===== config.mk =====
export PLATFORM = sky130hd
export DESIGN_NAME = debounce_multi_flat
export DESIGN_NICKNAME = d
export VERILOG_FILES = /design/src/rtl/debounce_multi_if.sv /design/src/rtl/debounce_multi.sv /design/src/flat_wrapper.sv
export SDC_FILE = /design/constraint.sdc
export NUM_CORES = 1
export LEC_CHECK = 0
export BUFFER_PORTS_ARGS = -buffer_cell sky130_fd_sc_hd__buf_4
export CAP_MARGIN = 20
export CELL_PAD_IN_SITES_DETAIL_PLACEMENT = 1
export CELL_PAD_IN_SITES_GLOBAL_PLACEMENT = 1
export CORE_ASPECT_RATIO = 0.5
export CORE_MARGIN = 5
export CORE_UTILIZATION = 51
export CTS_BUF_LIST = sky130_fd_sc_hd__clkbuf_4 sky130_fd_sc_hd__clkbuf_8
export CTS_CLUSTER_DIAMETER = 80
export DETAILED_ROUTE_END_ITERATION = 8
export PLACE_DENSITY = 0.81
export SLEW_MARGIN = 20
export SYNTH_ARGS = -nofsm -noshare
export SYNTH_HDL_FRONTEND = slang
export SYNTH_SLANG_ARGS = --single-unit

===== constraint.sdc =====
create_clock -name clk -period 2.8 [get_ports clk]
set_clock_uncertainty 0.1 [all_clocks]
set_input_delay 0.28 -clock clk [delete_from_list [all_inputs] [get_ports clk]]
set_output_delay 0.28 -clock clk [all_outputs]
set_load 0.02 [all_outputs]

===== src/rtl/debounce_multi_if.sv =====
// Signal bundle between the raw button pins and the debouncer, plus per-channel FSM state for observation.
// btn_in is a free-running level; every output is either a level or a one-cycle pulse, with no valid/ready handshake.
interface debounce_multi_if #(
  parameter int N_CH = 4
);
  logic [N_CH-1:0]   btn_in;
  logic [N_CH-1:0]   btn_level;
  logic [N_CH-1:0]   btn_rise;
  logic [N_CH-1:0]   btn_fall;
  logic [N_CH-1:0]   btn_long;
  logic [N_CH-1:0]   btn_repeat;
  // Two bits per channel: 0 = released, 1 = pressed, 2 = held.
  logic [2*N_CH-1:0] fsm_state;

  modport master (
    output btn_in,
    input  btn_level,
    input  btn_rise,
    input  btn_fall,
    input  btn_long,
    input  btn_repeat,
    input  fsm_state
  );

  modport slave (
    input  btn_in,
    output btn_level,
    output btn_rise,
    output btn_fall,
    output btn_long,
    output btn_repeat,
    output fsm_state
  );
endinterface


===== src/rtl/debounce_multi.sv =====
// Multi-channel push-button debouncer: per-channel synchroniser, stability counter,
// press/release pulses and a press FSM producing long-press and auto-repeat pulses.
module debounce_multi #(
  parameter int N_CH            = 4,
  parameter int SYNC_STAGES     = 2,
  parameter int DEBOUNCE_CYCLES = 65536,
  parameter int LONG_CYCLES     = 50000000,
  parameter int REPEAT_CYCLES   = 10000000,
  parameter int ACTIVE_LOW      = 0
) (
  input logic             clk,
  input logic             rst_n,
  debounce_multi_if.slave bus
);

  localparam int DW = $clog2(DEBOUNCE_CYCLES + 1);
  localparam int HW = $clog2(LONG_CYCLES + 1);
  localparam int RW = (REPEAT_CYCLES > 0) ? $clog2(REPEAT_CYCLES + 1) : 1;

  localparam logic [DW-1:0] D_LAST = DW'(DEBOUNCE_CYCLES - 1);
  localparam logic [HW-1:0] H_LAST = HW'(LONG_CYCLES - 1);
  localparam logic [RW-1:0] R_LAST = RW'((REPEAT_CYCLES > 0) ? REPEAT_CYCLES - 1 : 0);
  localparam logic          INV    = (ACTIVE_LOW != 0);

  typedef enum logic [1:0] {
    RELEASED = 2'd0,
    PRESSED  = 2'd1,
    HELD     = 2'd2
  } state_t;

  logic [N_CH-1:0]   level_v;
  logic [N_CH-1:0]   rise_v;
  logic [N_CH-1:0]   fall_v;
  logic [N_CH-1:0]   long_v;
  logic [N_CH-1:0]   repeat_v;
  logic [2*N_CH-1:0] state_v;

  assign bus.btn_level  = level_v;
  assign bus.btn_rise   = rise_v;
  assign bus.btn_fall   = fall_v;
  assign bus.btn_long   = long_v;
  assign bus.btn_repeat = repeat_v;
  assign bus.fsm_state  = state_v;

  for (genvar i = 0; i < N_CH; i++) begin : g_ch
    logic [SYNC_STAGES-1:0] sync_q;
    logic [DW-1:0]          dcnt_q;
    logic [HW-1:0]          hold_q;
    logic [RW-1:0]          rcnt_q;
    logic                   level_q;
    logic                   rise_q;
    logic                   fall_q;
    logic                   long_q;
    logic                   repeat_q;
    state_t                 state_q;

    logic raw;
    logic s;
    logic flip;
    logic go_high;
    logic go_low;

    // Inversion ahead of the first flop keeps "pressed" = 1 everywhere downstream.
    assign raw     = bus.btn_in[i] ^ INV;
    assign s       = sync_q[SYNC_STAGES-1];
    assign flip    = (s != level_q) && (dcnt_q == D_LAST);
    assign go_high = flip && s;
    assign go_low  = flip && !s;

    always_ff @(posedge clk or negedge rst_n) begin
      if (!rst_n) begin
        sync_q <= '0;
      end else begin
        sync_q <= {sync_q[SYNC_STAGES-2:0], raw};
      end
    end

    // Count consecutive disagreeing cycles; any agreement restarts the count.
    always_ff @(posedge clk or negedge rst_n) begin
      if (!rst_n) begin
        dcnt_q  <= '0;
        level_q <= 1'b0;
        rise_q  <= 1'b0;
        fall_q  <= 1'b0;
      end else begin
        rise_q <= go_high;
        fall_q <= go_low;
        if (s == level_q) begin
          dcnt_q <= '0;
        end else if (dcnt_q == D_LAST) begin
          level_q <= s;
          dcnt_q  <= '0;
        end else begin
          dcnt_q <= dcnt_q + DW'(1);
        end
      end
    end

    // A release landing on an expiring long/repeat count wins: go_low is checked first.
    always_ff @(posedge clk or negedge rst_n) begin
      if (!rst_n) begin
        state_q  <= RELEASED;
        hold_q   <= '0;
        rcnt_q   <= '0;
        long_q   <= 1'b0;
        repeat_q <= 1'b0;
      end else begin
        long_q   <= 1'b0;
        repeat_q <= 1'b0;
        if (go_low) begin
          state_q <= RELEASED;
          hold_q  <= '0;
          rcnt_q  <= '0;
        end else begin
          case (state_q)
            RELEASED: begin
              if (go_high) begin
                state_q <= PRESSED;
                hold_q  <= '0;
                rcnt_q  <= '0;
              end
            end
            PRESSED: begin
              if (hold_q == H_LAST) begin
                long_q  <= 1'b1;
                state_q <= HELD;
                rcnt_q  <= '0;
              end else begin
                hold_q <= hold_q + HW'(1);
              end
            end
            HELD: begin
              if (REPEAT_CYCLES > 0) begin
                if (rcnt_q == R_LAST) begin
                  repeat_q <= 1'b1;
                  rcnt_q   <= '0;
                end else begin
                  rcnt_q <= rcnt_q + RW'(1);
                end
              end
            end
            default: begin
              state_q <= RELEASED;
              hold_q  <= '0;
              rcnt_q  <= '0;
            end
          endcase
        end
      end
    end

    assign level_v[i]          = level_q;
    assign rise_v[i]           = rise_q;
    assign fall_v[i]           = fall_q;
    assign long_v[i]           = long_q;
    assign repeat_v[i]         = repeat_q;
    assign state_v[2*i +: 2]   = state_q;
  end

endmodule

===== src/flat_wrapper.sv =====
// flat-port wrapper written by rule: the top's interface ports become plain ports
module debounce_multi_flat 
#(
  parameter int N_CH            = 4,
  parameter int SYNC_STAGES     = 2,
  parameter int DEBOUNCE_CYCLES = 65536,
  parameter int LONG_CYCLES     = 50000000,
  parameter int REPEAT_CYCLES   = 10000000,
  parameter int ACTIVE_LOW      = 0
)
  (clk, rst_n, bus_btn_in, bus_btn_level, bus_btn_rise, bus_btn_fall, bus_btn_long, bus_btn_repeat, bus_fsm_state);
  debounce_multi_if #(.N_CH(N_CH)) bus_i ();
  input logic clk;
  input logic rst_n;
  input wire logic [$bits(bus_i.btn_in)-1:0] bus_btn_in;
  output wire logic [$bits(bus_i.btn_level)-1:0] bus_btn_level;
  output wire logic [$bits(bus_i.btn_rise)-1:0] bus_btn_rise;
  output wire logic [$bits(bus_i.btn_fall)-1:0] bus_btn_fall;
  output wire logic [$bits(bus_i.btn_long)-1:0] bus_btn_long;
  output wire logic [$bits(bus_i.btn_repeat)-1:0] bus_btn_repeat;
  output wire logic [$bits(bus_i.fsm_state)-1:0] bus_fsm_state;
  assign bus_i.btn_in = bus_btn_in;
  assign bus_btn_level = bus_i.btn_level;
  assign bus_btn_rise = bus_i.btn_rise;
  assign bus_btn_fall = bus_i.btn_fall;
  assign bus_btn_long = bus_i.btn_long;
  assign bus_btn_repeat = bus_i.btn_repeat;
  assign bus_fsm_state = bus_i.fsm_state;
  debounce_multi #(.N_CH(N_CH), .SYNC_STAGES(SYNC_STAGES), .DEBOUNCE_CYCLES(DEBOUNCE_CYCLES), .LONG_CYCLES(LONG_CYCLES), .REPEAT_CYCLES(REPEAT_CYCLES), .ACTIVE_LOW(ACTIVE_LOW)) u_core (.clk(clk), .rst_n(rst_n), .bus(bus_i));
endmodule

* Word-level counts from Yosys, hierarchy flattened
Cells that the tools add are included.
Operators by class: eq/ne operators 44, add/subtract/negate cells 12, reductions and logical operators 36, bitwise logic cells 4, mux-type cells 84
Operators with widths (count):
- two-way mux 24 bit | 16
- two-way mux 26 bit | 12
- case mux 26 bit (3 select lines) | 4
- case mux 24 bit (3 select lines) | 4
- two-way mux 17 bit | 8
- adder 26 x 1 -> 26 bit (second input constant) | 4
- == test 26 bit (second input constant) | 4
- adder 24 x 1 -> 24 bit (second input constant) | 4
- == test 24 bit (second input constant) | 4
- adder 17 x 1 -> 17 bit (second input constant) | 4
- == test 17 x 16 -> 1 bit (second input constant) | 4
- two-way mux 1 bit | 24
- two-way mux 2 bit | 12
- != test 3 x 1 -> 1 bit (second input constant) | 8
- case mux 2 bit (3 select lines) | 4
- AND reduction 3 bit | 8
- AND reduction 2 bit | 8
- logical AND 1 bit | 12
- != test 3 x 2 -> 1 bit (second input constant) | 4
- == test 2 x 1 -> 1 bit (second input constant) | 4
- == test 2 bit (second input constant) | 4
- logical NOT 2 bit | 4
- != test 2 x 1 -> 1 bit (second input constant) | 4
- == test 1 bit | 4
- 3 further kinds | 12
Storage, ports and cells: input bits 6, register bits after elaboration 304, output and inout bits 28, word-level logic and storage cells 220

* Depth between registers and ports, before layout
Gate-level depths: netlist of the first run.
word-level depth 6, gate-level depth with buffers 10, gate-level depth less buffers 7

* Worst setup path before layout of the first run
No wires, ideal clock.
path kind reg-to-reg, start reg u_core.g_ch[2].hold_q[0], end reg u_core.g_ch[2].rcnt_q[21], stages on the path, launching flop included 8, path buffers 1, data arrival time 2.111 ns, setup time 0.124 ns, period minus slack after synthesis 2.335 ns, data required time 2.576 ns, path slack 0.465 ns, cell sequence dfrtp_1 > ha_1 > nand3_1 > or2_1 > or4_4 > o21a_4 > buf_6 > a211o_1
Between the ends: word-level cells in the longest chain between the ends 3
RTL lines:
- from (decl) | line debounce_multi.sv:48 | logic [HW-1:0] hold_q;
- from (signal assigned) | line debounce_multi.sv:129 | hold_q <= hold_q + HW'(1);
- == test 26 bit | line debounce_multi.sv:124 | if (hold_q == H_LAST) begin
- != test 3 x 1 -> 1 bit (no source line)
- AND reduction 2 bit (no source line)
- to (signal assigned) | line debounce_multi.sv:138 | rcnt_q <= rcnt_q + RW'(1);
- to (decl) | line debounce_multi.sv:49 | logic [RW-1:0] rcnt_q;
No other way between the ends. A chain may end at the register's enable or synchronous reset.

* Final worst setup path of the first run
start reg u_core.g_ch[0].dcnt_q[12], end reg u_core.g_ch[0].rcnt_q[21]
Between the ends: word-level cells in the longest chain between the ends 5, elaborated cells on any way between the ends 8, those cells by class eq/ne: 3; mux: 1; reduce/logical: 4
RTL lines:
- from (decl) | line debounce_multi.sv:47 | logic [DW-1:0] dcnt_q;
- from (signal assigned) | line debounce_multi.sv:94 | dcnt_q <= dcnt_q + DW'(1);
- == test 17 x 16 -> 1 bit (*) | line debounce_multi.sv:66 | assign flip = (s != level_q) && (dcnt_q == D_LAST);
- logical AND 1 bit (*) | line debounce_multi.sv:66
- logical AND 1 bit, on equally long branches | line debounce_multi.sv:68, debounce_multi.sv:67
- != test 3 x 1 -> 1 bit (no source line)
- AND reduction 2 bit (no source line)
- to (signal assigned) | line debounce_multi.sv:138
- to (decl) | line debounce_multi.sv:49
Mark *: on every way between the ends. The rest lies on a longest branch, timed or not.

==> run summary, run 1 <==
The total clock sinks came out at 304. Wires add up to 44.1 mm. The run gives 29.8 mm as the detailed placement HPWL. The post-synthesis cell type with the largest combined area is sky130_fd_sc_hd__dfrtp_1. Global routing finished with a remaining overflow of 0. For the pin with the worst max-slew slack, the measured transition is 745 ps.

In the routed layout, each cell is associated on average with a via count of 6.21. For the worst setup path, the data arrival time is 3070 ps. The number of DRC violations after detailed routing was 0; the final critical-path share of the clock period was 0.948.

The share of post-route cells with drive strength above 1 works out to 0.116. After floorplanning, the core was sized to cover 0.0315 mm2. The number of hold-slack violations in the final timing report is 0, and the cell area after technology mapping is 0.0162 mm2.

The first global-routing pass estimated 75.3 mm of wire. The worst setup path is captured at a register. In this run the static leakage power is 7.80 nW. Setup repair after global routing left no endpoint under its margin. CTS placed an instance of sky130_fd_sc_hd__clkbuf_8 at the clock tree root. The path class of the tightest hold or removal check is in2async.

The logs give 0.499 for the worst max-slew margin expressed relative to the limit and 0 for the number of diodes added for antenna fixing. For the final non-filler cell total, the log shows 2323. The largest fanout of any net on the critical path was 13.

Area fraction of the dominant cell type after synthesis: 0.470. The clock period minus final worst setup slack came out at 2660 ps. The initial core utilization is 0.514, and the longest individual stage delay on the worst path is 530 ps. The run gives 0.250 as the all-layer global routing usage. At the end of routability-driven placement, the weighted congestion stood at 0.844.

TritonCTS built the clock tree. The final number of max-transition violations came out at 0. The tools report the maximum clock rate as 377 MHz. The startpoint identified for the worst register-to-register timing path is u_core.g_ch[0].dcnt_q[12]. The run gives 5 as the first-pass iteration count of the detailed router.

Synthesis handed over a netlist of 1815 instances. The run gives 590 ps as the insertion delay to the later sink of the worst-skew pair. In the post-synthesis netlist, the biggest area contributors are sky130_fd_sc_hd__dfrtp_1 (47%), sky130_fd_sc_hd__o21ai_0 (5.3%), sky130_fd_sc_hd__nand3_1 (4.7%). The logs give 0 for the initial antenna violation count and 0 for the number of post-CTS setup repair buffers.

The count of buffers inserted at the top-level ports works out to 33. The floorplan step set the die width to 262 um. The overall die area came out at 0.0356 mm2. The worst setup path is launched from a register. After detailed placement, the design holds a cell count of 2235.

The core occupancy in the finished layout is 0.572. The number of clock buffers added by TritonCTS is 47. The worst-case IR drop observed on VDD is 0.000377 V. Among all flip-flop cells after synthesis, the most frequent one is sky130_fd_sc_hd__dfrtp_1. The y dimension of the die works out to 136 um. The count of buffering cells on the critical path with inverters included is 1, and the average size of a mapped cell is 8.92 um2. The count of nets left with antenna violations after detail routing was 0.

The logs give 3220 ps for the required time at the worst-slack endpoint and 1833 for the post-synthesis net count. The first routing iteration left 1008 violations. The filler cell count was 3657.

Among cell families on the critical path, the largest total delay comes from simple AND/OR/NAND/NOR gates. The tools report the start point of the critical path as u_core.g_ch[0].dcnt_q[12]. By count the netlist is led by sky130_fd_sc_hd__dfrtp_1 (304), sky130_fd_sc_hd__nor2_1 (181), sky130_fd_sc_hd__o21ai_0 (172). No sink is reached through more buffers than the 3 on the longest clock path.

For this design the ratio of total power to cell area is 472 mW/mm2. The synthesized design contains 304 register bits. The run finished with clean final reports.

Counting flops with a built-in enable in the synthesized netlist gives 0. The tools report the part of the Yosys area used for sequential elements as 0.470. The clock-pin slew reported for the worst setup and hold paths after clock tree synthesis was 60 ps; the count of boundary I/O pins was 34. The synthesis-to-finish area growth works out to 11.3%. For the final number of setup-violating endpoints, the log shows 0. The final layout contains 1876 nets. Entering global routing, the biggest net connects 78 pins. Category of the most critical setup path: reg2reg. The count of distinct cell types in the synthesized netlist was 75; the fraction of registers with async set or reset after synthesis was 1.00. After detailed routing, the average wire length per cell comes to 19.0 um.

Walking the worst path, the cells encountered are and4_1 > and4b_4 > a311o_1 > buf_4 > or2_1 > or4_1 > nand3_1. Across all register-to-register paths, the minimum setup slack is 140 ps. The run gives 2 as the number of H-tree levels.

The library cell contributing the largest single delay on the critical path was sky130_fd_sc_hd__or4_1. The tools report the overall via count from detail_route as 14400. The most common cell in the netlist was sky130_fd_sc_hd__dfrtp_1. The floorplan has 46 rows.

The Yosys step of the flow raised 0 warnings. The power after layout came out at 8.51 mW. The via count of the first global-routing pass came out at 15200. Max-cap violations in this run came to 0.
cell families (layout without fill, tap and decap cells):
logic type / count (synthesis) / in the layout / share of synthesized area
simple gates: 891 / 891 / 0.289
compound gates: 415 / 415 / 0.159
flops: 304 / 304 / 0.470
buf+inv: 129 / 205 / 0.0374
xor+xnor: 55 / 55 / 0.0298
fa+ha+maj: 12 / 12 / 0.00928
mux: 9 / 9 / 0.00572
metal layers:
metal  vias to the layer above  track usage  part of all wire
met1                      7374        0.330              0.45
met3                        71       0.0388             0.031
met2                       227        0.440              0.50
li1                       6752            -                 -
met4                         0       0.0563             0.015
met5                         -            0                 0
metrics by stage:
stage	setup WS [ps]	TNS, ps	instance area, um2	hold WS, ps
after floorplan	465	0	16200	-116
after global placement	175	0	17000	209
after detailed placement	-24.4	-26.1	17000	221
after CTS	22.7	0	18000	184
after global routing	19.5	0	18000	227
final	145	0	18000	187
cell type report:
| type | count | area, um2 | share of cell area |
|---|---|---|---|
| multi-input combinational | 1382 | 8020 | 0.445 |
| sequential | 304 | 7610 | 0.422 |
| clock buffer | 72 | 916 | 0.0508 |
| timing repair buffer | 94 | 776 | 0.0430 |
| tap | 432 | 541 | 0.0300 |
| inverter | 29 | 109 | 0.00604 |
| clock inverter | 10 | 50.0 | 0.00278 |
cells in the final DEF (no fill, tap or decap), types with 20 or more instances in the layout:
master and count:
sky130_fd_sc_hd__xnor2_1 20, sky130_fd_sc_hd__and4_1 21, sky130_fd_sc_hd__o21ai_0 172, sky130_fd_sc_hd__buf_4 84, sky130_fd_sc_hd__and2_1 24, sky130_fd_sc_hd__nand3_1 152
sky130_fd_sc_hd__clkbuf_8 60, sky130_fd_sc_hd__nand4_1 82, sky130_fd_sc_hd__dfrtp_1 304, sky130_fd_sc_hd__inv_1 29, sky130_fd_sc_hd__and3_1 64, sky130_fd_sc_hd__o31ai_1 28
sky130_fd_sc_hd__nor2_1 176, sky130_fd_sc_hd__a21oi_1 65, sky130_fd_sc_hd__a31oi_1 39, sky130_fd_sc_hd__xor2_1 35, sky130_fd_sc_hd__nor3_1 40, sky130_fd_sc_hd__nand2_1 171
sky130_fd_sc_hd__or3_1 40
repair_timing:
item / in CTS / in global routing
hold buffers: 5 / 0
gates resized for setup: 2 / 8
setup endpoints to repair: 10 / 34
cloned: 0 / 0
hold endpoints to repair: 73 / 0
path summary, 6_finish.rpt:
path	to	cells past startpoint
min in group clk	u_core.g_ch[2].sync_q[0]	2
setup / recovery	u_core.g_ch[0].rcnt_q[21]	7
hold reg to reg	u_core.g_ch[3].sync_q[1]	0
setup reg to reg	u_core.g_ch[0].rcnt_q[21]	7
hold / removal	u_core.g_ch[2].dcnt_q[9]	2
max in group asynchronous	u_core.g_ch[3].hold_q[22]	3
state kept, by name (all words and copies together) (netlist names):
register / count
u_core.g_ch.dcnt_q: 68
u_core.g_ch.fall_q: 4
u_core.g_ch.hold_q: 104
u_core.g_ch.level_q: 4
u_core.g_ch.long_q: 4
u_core.g_ch.rcnt_q: 96
u_core.g_ch.repeat_q: 4
u_core.g_ch.rise_q: 4
u_core.g_ch.state_q: 8
u_core.g_ch.sync_q: 8
power breakdown:
group	internal (mW)	switching, mW	total (mW)	leakage [nW]
registers	4.41	0.0171	4.43	4.22
clock network	2.08	1.82	3.90	0.526
logic	0.0453	0.127	0.173	3.05
total	6.54	1.97	8.51	7.80
Power figures use the tool's default switching activity.
==> run 2: changes to the inputs <==
--- a/config.mk
+++ b/config.mk
@@ -7,15 +7,15 @@
 export LEC_CHECK = 0
 export BUFFER_PORTS_ARGS = -buffer_cell sky130_fd_sc_hd__buf_4
 export CAP_MARGIN = 20
-export CELL_PAD_IN_SITES_DETAIL_PLACEMENT = 1
-export CELL_PAD_IN_SITES_GLOBAL_PLACEMENT = 1
+export CELL_PAD_IN_SITES_DETAIL_PLACEMENT = 0
+export CELL_PAD_IN_SITES_GLOBAL_PLACEMENT = 2
 export CORE_ASPECT_RATIO = 0.5
 export CORE_MARGIN = 5
-export CORE_UTILIZATION = 51
+export CORE_UTILIZATION = 41
 export CTS_BUF_LIST = sky130_fd_sc_hd__clkbuf_4 sky130_fd_sc_hd__clkbuf_8
 export CTS_CLUSTER_DIAMETER = 80
 export DETAILED_ROUTE_END_ITERATION = 8
-export PLACE_DENSITY = 0.81
+export PLACE_DENSITY = 0.8
 export SLEW_MARGIN = 20
 export SYNTH_ARGS = -nofsm -noshare
 export SYNTH_HDL_FRONTEND = slang
==> run summary, run 2 (synthesis results as in run 1) <==
The slack of the worst reg-to-reg path was 230 ps (was 140 ps). Gate family responsible for the most delay along the worst path: compound AO/OA/AOI/OAI gates (was simple AND/OR/NAND/NOR gates). The tools report the maximum number of buffers from clock root to sink as 3 (unchanged).

The tools report the worst max-slew margin expressed relative to the limit as 0.328 (was 0.499). The buffer cell driving the clock tree root was sky130_fd_sc_hd__clkbuf_8 (unchanged). Biggest regs: u_core.g_ch.hold_q x104, u_core.g_ch.rcnt_q x96, u_core.g_ch.dcnt_q x68 (unchanged).

The clock-pin slew reported for the worst setup and hold paths after clock tree synthesis came out at 60 ps (about the same). The kind of end point of the critical path is a register (unchanged). Classification of the worst-slack hold path: in2async (unchanged).

The tools report the critical path launch point type as a register (unchanged). The insertion delay to the later sink of the worst-skew pair is 580 ps (was 590 ps), and the y dimension of the die is 151 um (was 136 um). The number of hold-slack violations in the final timing report is 0 (unchanged), and the number of H-tree levels is 2 (unchanged). For the summed area of non-filler cells in the final layout, the log shows 0.0182 mm2 (was 0.0180 mm2). Setup repair after global routing left no endpoint under its margin. The count of buffers inserted at the top-level ports is 33 (unchanged). The static leakage power was 7.88 nW (was 7.80 nW); the synthesis-to-finish area growth was 12.6% (was 11.3%).

Overall die area: 0.0438 mm2 (was 0.0356 mm2). The total congestion overflow after global routing was 0 (unchanged). The measured slew at the worst slew-check pin came out at 1000 ps (was 745 ps). The total clock sinks is 304 (unchanged). The register name with the most flops is u_core.g_ch.hold_q (unchanged). The run gives 68.0 mm (was 75.3 mm) as the wire length of the first global-routing pass. CP cell instances: and3_1 > nand4_1 > o41ai_1 > a21boi_1 > buf_4 > o21ai_0 > o31ai_1 (was and4_1 > and4b_4 > a311o_1 > buf_4 > or2_1 > or4_1 > nand3_1). The placed instance count is 2339 (was 2235), and the flip-flop count of the largest register, all copies and words added is 104 (unchanged). The mean number of vias per cell is 5.72 (was 6.21).

The clock period minus final worst setup slack is 2570 ps (was 2660 ps). Number of DRC violations after detailed routing: 0 (unchanged). The width of the die is 291 um (was 262 um), and the count of boundary I/O pins is 34 (unchanged).

The largest net degree at the start of global routing is 80 (was 78), and the endpoint arrival time on the critical path is 2930 ps (was 3070 ps). For the final non-filler cell total, the log shows 2430 (was 2323). For the count of nets left with antenna violations after detail routing, the log shows 0 (unchanged).

The row count was 51 (was 46); the initial core utilization was 0.416 (was 0.514). The required time at the worst-slack endpoint is 3160 ps (was 3220 ps), and the number of maximum-capacitance constraint violations is 0 (unchanged). For the number of buffers created by CTS, the log shows 48 (was 47). Category of the most critical setup path: reg2reg (unchanged). The total negative setup slack was 0 ps (unchanged).

The number of diodes added for antenna fixing is 0 (unchanged), and the first-pass iteration count of the detailed router is 5 (unchanged). The cell area reported after detailed placement came out at 0.0171 mm2 (was 0.0170 mm2). The power after layout is 8.60 mW (was 8.51 mW), and the routability-driven placement congestion ratio is 0.820 (was 0.844). For the final number of setup-violating endpoints, the log shows 0 (unchanged). The count of buffering cells on the critical path with inverters included came out at 1 (unchanged).

For the all-layer global routing usage, the log shows 0.181 (was 0.250). TritonCTS built the clock tree. The tools report the core area as 0.0389 mm2 (was 0.0315 mm2). The maximum clock rate is 389 MHz (was 377 MHz), and the overall via count from detail_route is 13900 (was 14400). DRC violation total after the first TritonRoute iteration: 930 (was 1008). Most used cells in the layout excluding fill and tap cells: sky130_fd_sc_hd__dfrtp_1 (304), sky130_fd_sc_hd__nor2_1 (179), sky130_fd_sc_hd__o21ai_0 (172) (was sky130_fd_sc_hd__dfrtp_1 (304), sky130_fd_sc_hd__nor2_1 (176), sky130_fd_sc_hd__o21ai_0 (172)). For the pre-CTS setup slack, the log shows 84.1 ps (was -24.4 ps). The power per cell area came out at 472 mW/mm2 (about the same). The wire length per cell is 16.4 um (was 19.0 um). The run finished with clean final reports. The detailed placement HPWL is 26.4 mm (was 29.8 mm), and the final critical-path share of the clock period is 0.917 (was 0.948). The longest individual stage delay on the worst path works out to 530 ps (about the same). The startpoint of the most critical register-to-register path is u_core.g_ch[3].hold_q[13] (was u_core.g_ch[0].dcnt_q[12]).

Final-stage net count: 1885 (was 1876). The tools report the final number of max-transition violations as 0 (unchanged). The worst-case setup margin in the final layout is 231 ps (was 145 ps). The run gives 0.000300 V (was 0.000377 V) as the worst-case vdd ir drop. The initial antenna violation count is 0 (unchanged), and the largest fanout of any net on the critical path is 23 (was 13).

Leading cell type in the layout, fill and taps excluded: sky130_fd_sc_hd__dfrtp_1 (unchanged). The share of post-route cells with drive strength above 1 was 0.117 (was 0.116). The run gives 39.8 mm (was 44.1 mm) as the wire length after detailed routing. The number of cells on the worst reg-to-reg path works out to 7 (unchanged). End of the worst register-to-register path: u_core.g_ch[3].hold_q[7] (was u_core.g_ch[0].rcnt_q[21]).

The library cell contributing the largest single delay on the critical path is sky130_fd_sc_hd__o41ai_1 (was sky130_fd_sc_hd__or4_1). For the via count of the first global-routing pass, the log shows 13500 (was 15200).
[run 2: cell count changes in the layout (fill, tap and decap cells not counted), moves of 2 or more]
cell | before | now
sky130_fd_sc_hd__nor2_1 | 176 | 179
sky130_fd_sc_hd__buf_4 | 84 | 91
sky130_fd_sc_hd__clkinv_2 | 10 | 12
sky130_fd_sc_hd__clkbuf_4 | 12 | 10
sky130_fd_sc_hd__nor2_2 | 5 | 2
[run 2: timing repair]
| action | 4_1_cts | 5_1_grt |
|---|---|---|
| endpoints found under the setup margin | 0 | 20 |
| hold buffers | 5 | 0 |
| resized for setup | 0 | 4 |
| hold endpoints to repair | 73 | 0 |
| setup buffers | 0 | 3 |
[run 2: area by class of cell]
cell class / count / area, um2
well taps: 530 / 663
clock inverters: 13 / 90.1
clock buffers: 70 / 901
flip-flops and latches: 304 / 7610
multi-input cells: 1382 / 8010
repair buffers: 102 / 848
fillers: 3778 / 20700
inverters: 29 / 109
[run 2: through the flow]
step	utilization	hold slack, ps
final	0.468	159
after detailed placement	0.440	218
after CTS	0.467	173
after global placement	0.440	216
after floorplan	-	-116
after global routing	0.468	200
[run 2: power by group]
part	leakage, nW	total, mW	internal, mW	switching [mW]
Combinational	3.12	0.174	0.0462	0.127
Clock	0.538	4.00	2.15	1.84
Sequential	4.22	4.43	4.41	0.0162
Total	7.88	8.60	6.61	1.99
[run 2: worst max-delay path by stage]
stage,start,endpoint,slack (ps),cells past startpoint
2_1_floorplan,u_core.g_ch[2].hold_q[0],u_core.g_ch[2].rcnt_q[21],460,7
3_3_place_gp,u_core.g_ch[1].dcnt_q[0],u_core.g_ch[1].rcnt_q[14],150,9
3_5_place_dp,u_core.g_ch[1].dcnt_q[0],u_core.g_ch[1].rcnt_q[14],80,9
4_1_cts,u_core.g_ch[1].dcnt_q[0],u_core.g_ch[1].rcnt_q[20],70,9
5_1_grt,u_core.g_ch[2].rcnt_q[0],u_core.g_ch[2].rcnt_q[22],30,7
6_report,u_core.g_ch[3].hold_q[13],u_core.g_ch[3].hold_q[7],230,7
[run 2: worst reg2reg max path: cells and delay by family (launching register included)]
| kind | cells | cell delay (ps) |
|---|---|---|
| buffers and inverters | 1 | 270 |
| flip-flops | 1 | 450 |
| AND/OR/NAND/NOR | 2 | 660 |
| AO/OA/AOI/OAI | 4 | 990 |
[run 2: layer usage]
metal	vias to the layer above	track usage	wire length [um]
li1	6785	-	-
met1	6813	0.258	19700
met2	246	0.293	17700
met3	57	0.0324	1670
met4	0	0.0397	649
met5	-	0	0
